## config.mk

```make
export PLATFORM = sky130hd
export DESIGN_NAME = uart_tx_arbiter
export DESIGN_NICKNAME = d
export VERILOG_FILES = /design/src/rtl/uart_tx_arb_pkg.sv /design/src/rtl/rr_picker.sv /design/src/rtl/uart_tx_arbiter.sv
export SDC_FILE = /design/constraint.sdc
export NUM_CORES = 1
export LEC_CHECK = 0
export ABC_AREA = 0
export BUFFER_PORTS_ARGS = -buffer_cell sky130_fd_sc_hd__buf_2
export CORE_UTILIZATION = 43
export DETAILED_ROUTE_END_ITERATION = 10
export HOLD_SLACK_MARGIN = 0.03
export PLACE_DENSITY = 0.81
export SLEW_MARGIN = 5
export SYNTH_ARGS = -nofsm -noshare
export SYNTH_HDL_FRONTEND = slang
export SYNTH_HIERARCHICAL = 1
export SYNTH_SLANG_ARGS = --single-unit
```

## constraint.sdc

```tcl
create_clock -name CLK -period 2.25 [get_ports CLK]
set_input_delay 0.1125 -clock CLK [delete_from_list [all_inputs] [get_ports CLK]]
set_output_delay 0.1125 -clock CLK [all_outputs]
set_load 0.01 [all_outputs]
```

## src/rtl/uart_tx_arb_pkg.sv

```systemverilog
// Shared types and constants for the UART transmit arbiter.
// The timeout helper is only used when ARB_TIMEOUT_EN is defined.
package uart_tx_arb_pkg;

  typedef enum logic [2:0] {
    IDLE      = 3'd0,
    ISSUE     = 3'd1,
    WAIT_BUSY = 3'd2,
    WAIT_DONE = 3'd3,
    DONE      = 3'd4
  } arb_state_t;

  localparam int DEFAULT_WIDTH          = 8;
  localparam int DEFAULT_NREQ           = 4;
  localparam int DEFAULT_TIMEOUT_CYCLES = 64;

  // Counter must hold values 0 .. cycles-1.
  function automatic int tmo_cnt_width(input int cycles);
    return (cycles > 2) ? $clog2(cycles) : 1;
  endfunction

endpackage

```

## src/rtl/rr_picker.sv

```systemverilog
// Combinational round-robin picker: searches from pointer+1 upward with
// wraparound and returns the first requesting index.
module rr_picker
  import uart_tx_arb_pkg::*;
#(
  parameter int NREQ = DEFAULT_NREQ,
  localparam int IDXW = $clog2(NREQ)
) (
  input  logic [NREQ-1:0] req,
  input  logic [IDXW-1:0] pointer,
  output logic [IDXW-1:0] winner,
  output logic            any_req
);

  logic [IDXW-1:0] idx;

  // Scan farthest offset first so the nearest requester overwrites last.
  always_comb begin
    winner  = '0;
    idx     = '0;
    any_req = |req;
    for (int k = NREQ; k >= 1; k--) begin
      idx = IDXW'((int'(pointer) + k) % NREQ);
      if (req[idx]) begin
        winner = idx;
      end
    end
  end

endmodule

```

## src/rtl/uart_tx_arbiter.sv

```systemverilog
// Round-robin scheduler sharing one UART transmitter between NREQ sources.
// Optional ARB_TIMEOUT_EN adds a Busy-rise timeout and the err_timeout flag.
module uart_tx_arbiter
  import uart_tx_arb_pkg::*;
#(
  parameter int WIDTH = DEFAULT_WIDTH,
  parameter int NREQ  = DEFAULT_NREQ
`ifdef ARB_TIMEOUT_EN
  , parameter int TIMEOUT_CYCLES = DEFAULT_TIMEOUT_CYCLES
`endif
) (
  input  logic                  CLK,
  input  logic                  Reset,
  input  logic [NREQ-1:0]       req,
  input  logic [NREQ*WIDTH-1:0] req_data,
  output logic [NREQ-1:0]       grant,
  output logic [NREQ-1:0]       ack,
  output logic [WIDTH-1:0]      Tx_Data,
  output logic                  Tx_Data_valid,
  input  logic                  Tx_Busy
`ifdef ARB_TIMEOUT_EN
  , output logic                err_timeout
`endif
);

  localparam int IDXW = $clog2(NREQ);

  arb_state_t       state_reg, state_next;
  logic [IDXW-1:0]  pointer_reg;
  logic [IDXW-1:0]  winner;
  logic             any_req;
  logic [NREQ-1:0]  grant_reg;
  logic [NREQ-1:0]  ack_reg;
  logic [WIDTH-1:0] tx_data_reg;
  logic             valid_reg;
  logic             timeout_hit;
  logic [WIDTH-1:0] req_bytes [NREQ];

  generate
    for (genvar gi = 0; gi < NREQ; gi++) begin : g_unpack
      assign req_bytes[gi] = req_data[gi*WIDTH +: WIDTH];
    end
  endgenerate

  rr_picker #(.NREQ(NREQ)) u_picker (
    .req    (req),
    .pointer(pointer_reg),
    .winner (winner),
    .any_req(any_req)
  );

`ifdef ARB_TIMEOUT_EN
  localparam int CNT_W = tmo_cnt_width(TIMEOUT_CYCLES);

  logic [CNT_W-1:0] cnt_reg;
  logic             err_reg;

  assign timeout_hit = (state_reg == WAIT_BUSY) && !Tx_Busy &&
                       (cnt_reg == CNT_W'(TIMEOUT_CYCLES - 1));

  always_ff @(posedge CLK) begin
    if (Reset) begin
      cnt_reg <= '0;
      err_reg <= 1'b0;
    end else begin
      if (state_reg == WAIT_BUSY && !Tx_Busy && !timeout_hit) begin
        cnt_reg <= cnt_reg + 1'b1;
      end else begin
        cnt_reg <= '0;
      end
      if (timeout_hit) begin
        err_reg <= 1'b1;
      end
    end
  end

  assign err_timeout = err_reg;
`else
  assign timeout_hit = 1'b0;
`endif

  always_ff @(posedge CLK) begin
    if (Reset) begin
      state_reg <= IDLE;
    end else begin
      state_reg <= state_next;
    end
  end

  always_comb begin
    state_next = state_reg;
    case (state_reg)
      IDLE:      if (any_req) state_next = ISSUE;
      ISSUE:     state_next = WAIT_BUSY;
      WAIT_BUSY: begin
        if (Tx_Busy) begin
          state_next = WAIT_DONE;
        end else if (timeout_hit) begin
          state_next = DONE;
        end
      end
      // Only the first fall of Busy ends the frame.
      WAIT_DONE: if (!Tx_Busy) state_next = DONE;
      DONE:      state_next = IDLE;
      default:   state_next = IDLE;
    endcase
  end

  // Outputs are registered against the next state so each is visible
  // during the cycle the FSM spends in the matching state.
  always_ff @(posedge CLK) begin
    if (Reset) begin
      pointer_reg <= IDXW'(NREQ - 1);
      grant_reg   <= '0;
      ack_reg     <= '0;
      tx_data_reg <= '0;
      valid_reg   <= 1'b0;
    end else begin
      valid_reg <= (state_next == ISSUE);
      ack_reg   <= (state_next == DONE) ? grant_reg : '0;
      if (state_reg == IDLE && any_req) begin
        tx_data_reg <= req_bytes[winner];
        grant_reg   <= NREQ'(1) << winner;
        pointer_reg <= winner;
      end else if (state_reg == DONE) begin
        grant_reg <= '0;
      end
    end
  end

  assign grant         = grant_reg;
  assign ack           = ack_reg;
  assign Tx_Data       = tx_data_reg;
  assign Tx_Data_valid = valid_reg;

endmodule

```

* Word level (Yosys, flattened, before mapping)
Cells that the tools add are included.
** Operators by class
- Add/subtract/negate cells :: 4
- Order comparisons :: 5
- Equal/unequal tests :: 6
- Shifts and indexed selects :: 1
- Mux-type cells :: 21
- Bitwise operators :: 2
- Reduce and logical (&&, ||, !) cells :: 5
** Operators by type and width (count)
- binary-select mux 8 bit (select 2 bit) :: 1
- 2-to-1 mux 8 bit :: 2
- < comparator 2 x 3 -> 1 bit, second input constant :: 4
- one-hot mux 3 bit (4 select lines) :: 1
- 2-to-1 mux 3 bit :: 3
- binary-select mux 1 bit (select 2 bit) :: 4
- 2-to-1 mux 2 bit :: 4
- 2-to-1 mux 4 bit :: 2
- == test 3 x 1 -> 1 bit, second input constant :: 2
- == test 3 x 2 -> 1 bit, second input constant :: 2
- == test 3 bit, second input constant :: 2
- adder 2 x 1 -> 2 bit, second input constant :: 2
- adder 2 bit, second input constant :: 2
- 2-to-1 mux 1 bit :: 4
- OR reduction 4 bit :: 1
- left shift 1 x 2 -> 4 bit, first input constant :: 1
- >= comparator 3 bit, second input constant :: 1
- zero test 3 bit :: 1
- inverter 2 -> 3 bit :: 1
- nonzero test 2 bit :: 1
- OR reduction 2 bit :: 1
- logical AND 1 bit :: 1
- inverter 1 bit :: 1
** Word-level totals
- Register bits :: 22
- Bits of input ports :: 39
- Output and inout port bits :: 17
- Logic and storage cells :: 50

* Depth between registers and ports, before layout
- Depth in word-level cells :: 11
- Depth in mapped cells :: 7
- Mapped depth without buffers :: 6

* Hierarchy
The synthesis kept the hierarchy.
** Modules (own cells, without submodules)
- uart_tx_arbiter :: times used 1, cells each 93, area each 939.7 µm², seq. area each 440.4 µm²
- rr_picker :: times used 1, cells each 14, area each 91.3 µm², seq. area each 0.0 µm²

* Worst setup path before layout
No wires, ideal clock.
- Path type :: reg2reg
- From :: register pointer_reg[1]
- To :: register tx_data_reg[3], in the netlist Tx_Data[3]
- Setup time :: 0.132 ns
- Arrival time :: 1.767 ns
- Required time :: 2.118 ns
- Path slack :: 0.351 ns
- Cell stages (with the launch flop) :: 8
- Buffers on the path :: 1
- Period minus slack after synthesis :: 1.899 ns
- Cells stage by stage :: dfxtp_1 nand2b_1 a21oi_2 o221ai_2 buf_2 mux4_2 nand2_1 a21oi_1
** Between the ends
- Longest elaborated chain between the ends :: 11
- Elaborated cells between the ends (all ways) :: 20
- Those cells by class :: 4 x add/sub; 15 x mux; 1 x bitwise
** Ends and longest elaborated chain
- start: declaration :: RTL line uart_tx_arbiter.sv:29 : logic [IDXW-1:0] pointer_reg;
- start signal: assignment :: RTL line uart_tx_arbiter.sv:113 : pointer_reg <= IDXW'(NREQ - 1);
- start signal: assignment :: RTL line uart_tx_arbiter.sv:124 : pointer_reg <= winner;
- adder 2 x 1 -> 2 bit :: RTL line rr_picker.sv:23 : idx = IDXW'((int'(pointer) + k) % NREQ);
- binary-select mux 1 bit (select 2 bit) :: RTL line rr_picker.sv:24 : if (req[idx]) begin
- 2-to-1 mux 1 bit (not written as such) :: RTL line rr_picker.sv:24
- 2-to-1 mux 2 bit (3 in a row) :: RTL line rr_picker.sv:24
- 2-to-1 mux 2 bit * :: RTL line rr_picker.sv:24
- net winner[0] :: RTL line uart_tx_arbiter.sv:30 : logic [IDXW-1:0] winner;
- inverter 2 -> 3 bit (not written as such) * :: RTL line uart_tx_arbiter.sv:122 : tx_data_reg <= req_bytes[winner];
- binary-select mux 8 bit (select 2 bit) * :: RTL line uart_tx_arbiter.sv:122
- 2-to-1 mux 8 bit (not written as such) * (2 in a row) :: RTL line uart_tx_arbiter.sv:122
- end signal: assignment :: RTL line uart_tx_arbiter.sv:122
- end: declaration :: RTL line uart_tx_arbiter.sv:34 : logic [WIDTH-1:0] tx_data_reg;
The timed path passes the listed nets; every way through them passes the cells marked *. The select of a mux whose other input is x is not followed.
A chain may end at the register's enable or synchronous reset.

* Final worst setup path
- From :: register pointer_reg[1]
- To :: register tx_data_reg[4], in the netlist Tx_Data[4]
Same word-level chain as after synthesis.

==> key figures <==
Pwr
  • Switch Pwr: 0.307 mW
  • Power, Total: 0.984 mW
  • Comb power frac: 34.8%
  • Sequential power share: 48.0%
  • Maximum VDD drop: 0.329 mV
  • P_leak: 0.649 nW
  • Sw Ratio: 31.2%
  • Power Internal: 0.676 mW
  • Cell Pwr Density: 713 mW/mm²
  • Clock share of power: 17.2%

Synthesis
  • Synth Area in Adders: 0%
  • Syn nets: 146
  • Mux contribution to synthesized area: 18.4%
  • Yosys top cell area share: 42.7%
  • Largest family of logic cells by synthesized area: simple AND/OR/NAND/NOR gates
  • Seq/Total Area, Yosys: 42.7%
  • Seq cells post-synth: 22
  • Largest cells by area after synthesis: dfxtp_1, mux4_2, nand2_1, a21oi_1, nand3b_1
  • Synth Area in Compound Gates: 13.1%
  • Post-synthesis cell type count: 24
  • Post-Synth XOR/XNOR Area: 0%
  • Synth Cell Area: 0.00103 mm²
  • Simple-gate area share of the yosys netlist: 22.9%
  • Synth area leader: dfxtp_1
  • Syn avg cell area: 9.64 µm²
  • Yosys warning count: 6
  • Mapped Cells: 107

Worst setup path
  • Reg2Reg Setup Slack: 0.31 ns
  • Crit end category: flip-flop
  • R2R cell count: 6
  • Kind of critical path: flip-flop to flip-flop
  • Worst path required time: 2.43 ns
  • Crit start category: flip-flop
  • FF-to-FF Start: pointer_reg[1]
  • Critical Path Fanout Max: 9
  • Crit path DAT: 2.12 ns
  • FF-to-FF End: Tx_Data[4]

Global routing
  • Vias in the first global route: 982
  • Overflow after GRT: 0
  • Largest net degree at the start of global routing: 19
  • Total track usage: 20.2%
  • First-pass GRT wire length: 3970 µm
  • Initial antenna violation count: 0

Route
  • Mean number of vias per cell: 5.25
  • # DRC: 0
  • Routed WL per cell: 12.4 µm
  • Drt pass-1 iters: 4
  • Remaining antenna violation count: 0
  • DR iter-0 viols: 15
  • Vias post-DR: 997
  • Final wirelength: 2350 µm

Clock network
  • H-Tree Depth: 1
  • CTS clk-pin slew, worst paths: 0.11 ns
  • Sink Count: 22
  • Clk Tree Root Cell: clkbuf_4
  • Post-CTS Setup Bufs: 0
  • Max Root-Sink Buffers: 2
  • Clock latency on the worst-skew pair: 0.29 ns
  • CTS tree: yes
  • TritonCTS buffer count: 3

Final layout
  • Commonest non-fill, non-tap cell in the layout: buf_2
  • Commonest cells after routing, fill and taps aside: buf_2, dfxtp_1, nand2_1
  • Max reg flops: 8
  • # diodes: 0
  • Share of cells above drive strength 1: 45.7%
  • Area of the multi-input gates: 579 µm²
  • Register area: 440 µm²
  • Area growth syn-to-layout: 33.7%
  • Net count of the finished layout: 203
  • Fillers: 213

Min path
  • Hold Path Depth: 2
  • Hold Path End: state_reg[2]
  • Hold WC Path Type: primary input to flip-flop
  • Origin of the worst min-delay path: Tx_Busy

Floorplan
  • Die height: 51.0 µm
  • Core Box Area: 0.00223 mm²
  • Die area: 0.00260 mm²
  • Horiz. Die Dim: 51.0 µm
  • Row count: 17
  • Starting Density: 46.2%
  • I/O pin cnt: 56

Timing
  • Unrepaired setup endpoints after global routing: false
  • Measured slew at the worst slew-check pin: 0.563 ns
  • Period utilization: 86.4%
  • Hold_ws: 0.0504 ns
  • Sum of negative setup slack: 0 ns
  • Skew final: 0.00132 ns
  • Pins Over Slew Limit: 0
  • Worst slew margin: 62.1%
  • Final setup viols: 0
  • Achievable Freq: 514 MHz
  • Minimum clock period: 1.94 ns
  • Final WS setup: 0.305 ns
  • Final Hold Vio Count: 0

Placed design
  • DP Worst Slack: 0.109 ns
  • Post-DP HPWL: 1820 µm
  • Gpl congestion: 0.748
  • IO buf count: 55

Status
  • Status: finished, final reports clean

Flow run
  • Max Cap Viol: 0
per-stage QoR:
| step | instance area (µm²) | util (%) | std cells |
|---|---|---|---|
| global placement | 1350 | 60.2 | 187 |
| global route | 1380 | 61.7 | 190 |
| detailed placement | 1350 | 60.2 | 187 |
| floorplan | 1030 | - | 107 |
| CTS | 1370 | 61.2 | 190 |
| finish | 1380 | 61.7 | 190 |
layer usage:
metal / global-route usage [%] / share of wire (%) / vias up
li1: - / - / 492
met1: 24.2 / 39 / 455
met2: 35.5 / 52 / 48
met3: 4.46 / 8.1 / 2
met4: 6.48 / 0.68 / 0
met5: 0 / 0 / -
timing repair:
action                                  4_1_cts  5_1_grt
hold endpoints to repair                      0        0
hold buffers                                  0        0
gates resized for setup                       0        1
endpoints found under the setup margin        0        8
how the worst max path moves through the flow:
stage | end | depth (start not counted) | start
6_report | Tx_Data[4] | 6 | pointer_reg[1]
5_1_grt | Tx_Data[4] | 6 | pointer_reg[1]
4_1_cts | Tx_Data[2] | 6 | pointer_reg[1]
3_5_place_dp | Tx_Data[2] | 6 | pointer_reg[1]
3_3_place_gp | Tx_Data[7] | 6 | pointer_reg[1]
2_1_floorplan | Tx_Data[3] | 7 | pointer_reg[1]
area by class of cell:
type | instances | area share (%)
clock buffers | 3 | 1.63
inverters | 1 | 0.272
multi-input cells | 78 | 42.0
flip-flops and latches | 22 | 31.9
well taps | 28 | 2.54
repair buffers | 58 | 21.6
logic make-up (layout without fill, tap and decap cells):
family	count (synthesis)	count (layout)
AO/OA/AOI/OAI	23	23
buffers and inverters	7	62
flip-flops	22	22
multiplexers	9	9
AND/OR/NAND/NOR	46	46
power by group through the flow:
| stage | clock [mW] | combinational [mW] | sequential (mW) |
|---|---|---|---|
| floorplan | 0 | 0.209 | 0.491 |
| global placement | 0 | 0.327 | 0.476 |
| detailed placement | 0 | 0.339 | 0.479 |
| CTS | 0.174 | 0.339 | 0.471 |
| global route | 0.192 | 0.381 | 0.479 |
| finish | 0.169 | 0.342 | 0.472 |
Yosys cell counts:
cell / number
clkbuf_1: 4
inv_1: 1
o221ai_2: 1
nor2_1: 5
and2_1: 4
or3_1: 1
nor4b_1: 1
nand2_1: 22
nand3_1: 1
nand2b_1: 3
mux4_2: 8
o21ai_0: 4
or2_2: 1
nor4_1: 1
and2b_1: 1
a21oi_1: 15
buf_2: 2
nand3b_1: 5
o211a_1: 1
dfxtp_1: 22
a21oi_2: 1
or4b_4: 1
a31oi_1: 1
mux2i_1: 1
critical path, stage by stage, from the launching register on:
cell and delay (ns):
dfxtp_1 0.45, nand2b_1 0.17, a21oi_2 0.08, o221ai_4 0.42, mux4_2 0.57, nand2_1 0.09
a21oi_1 0.06
(Power assumes the default switching activity.)
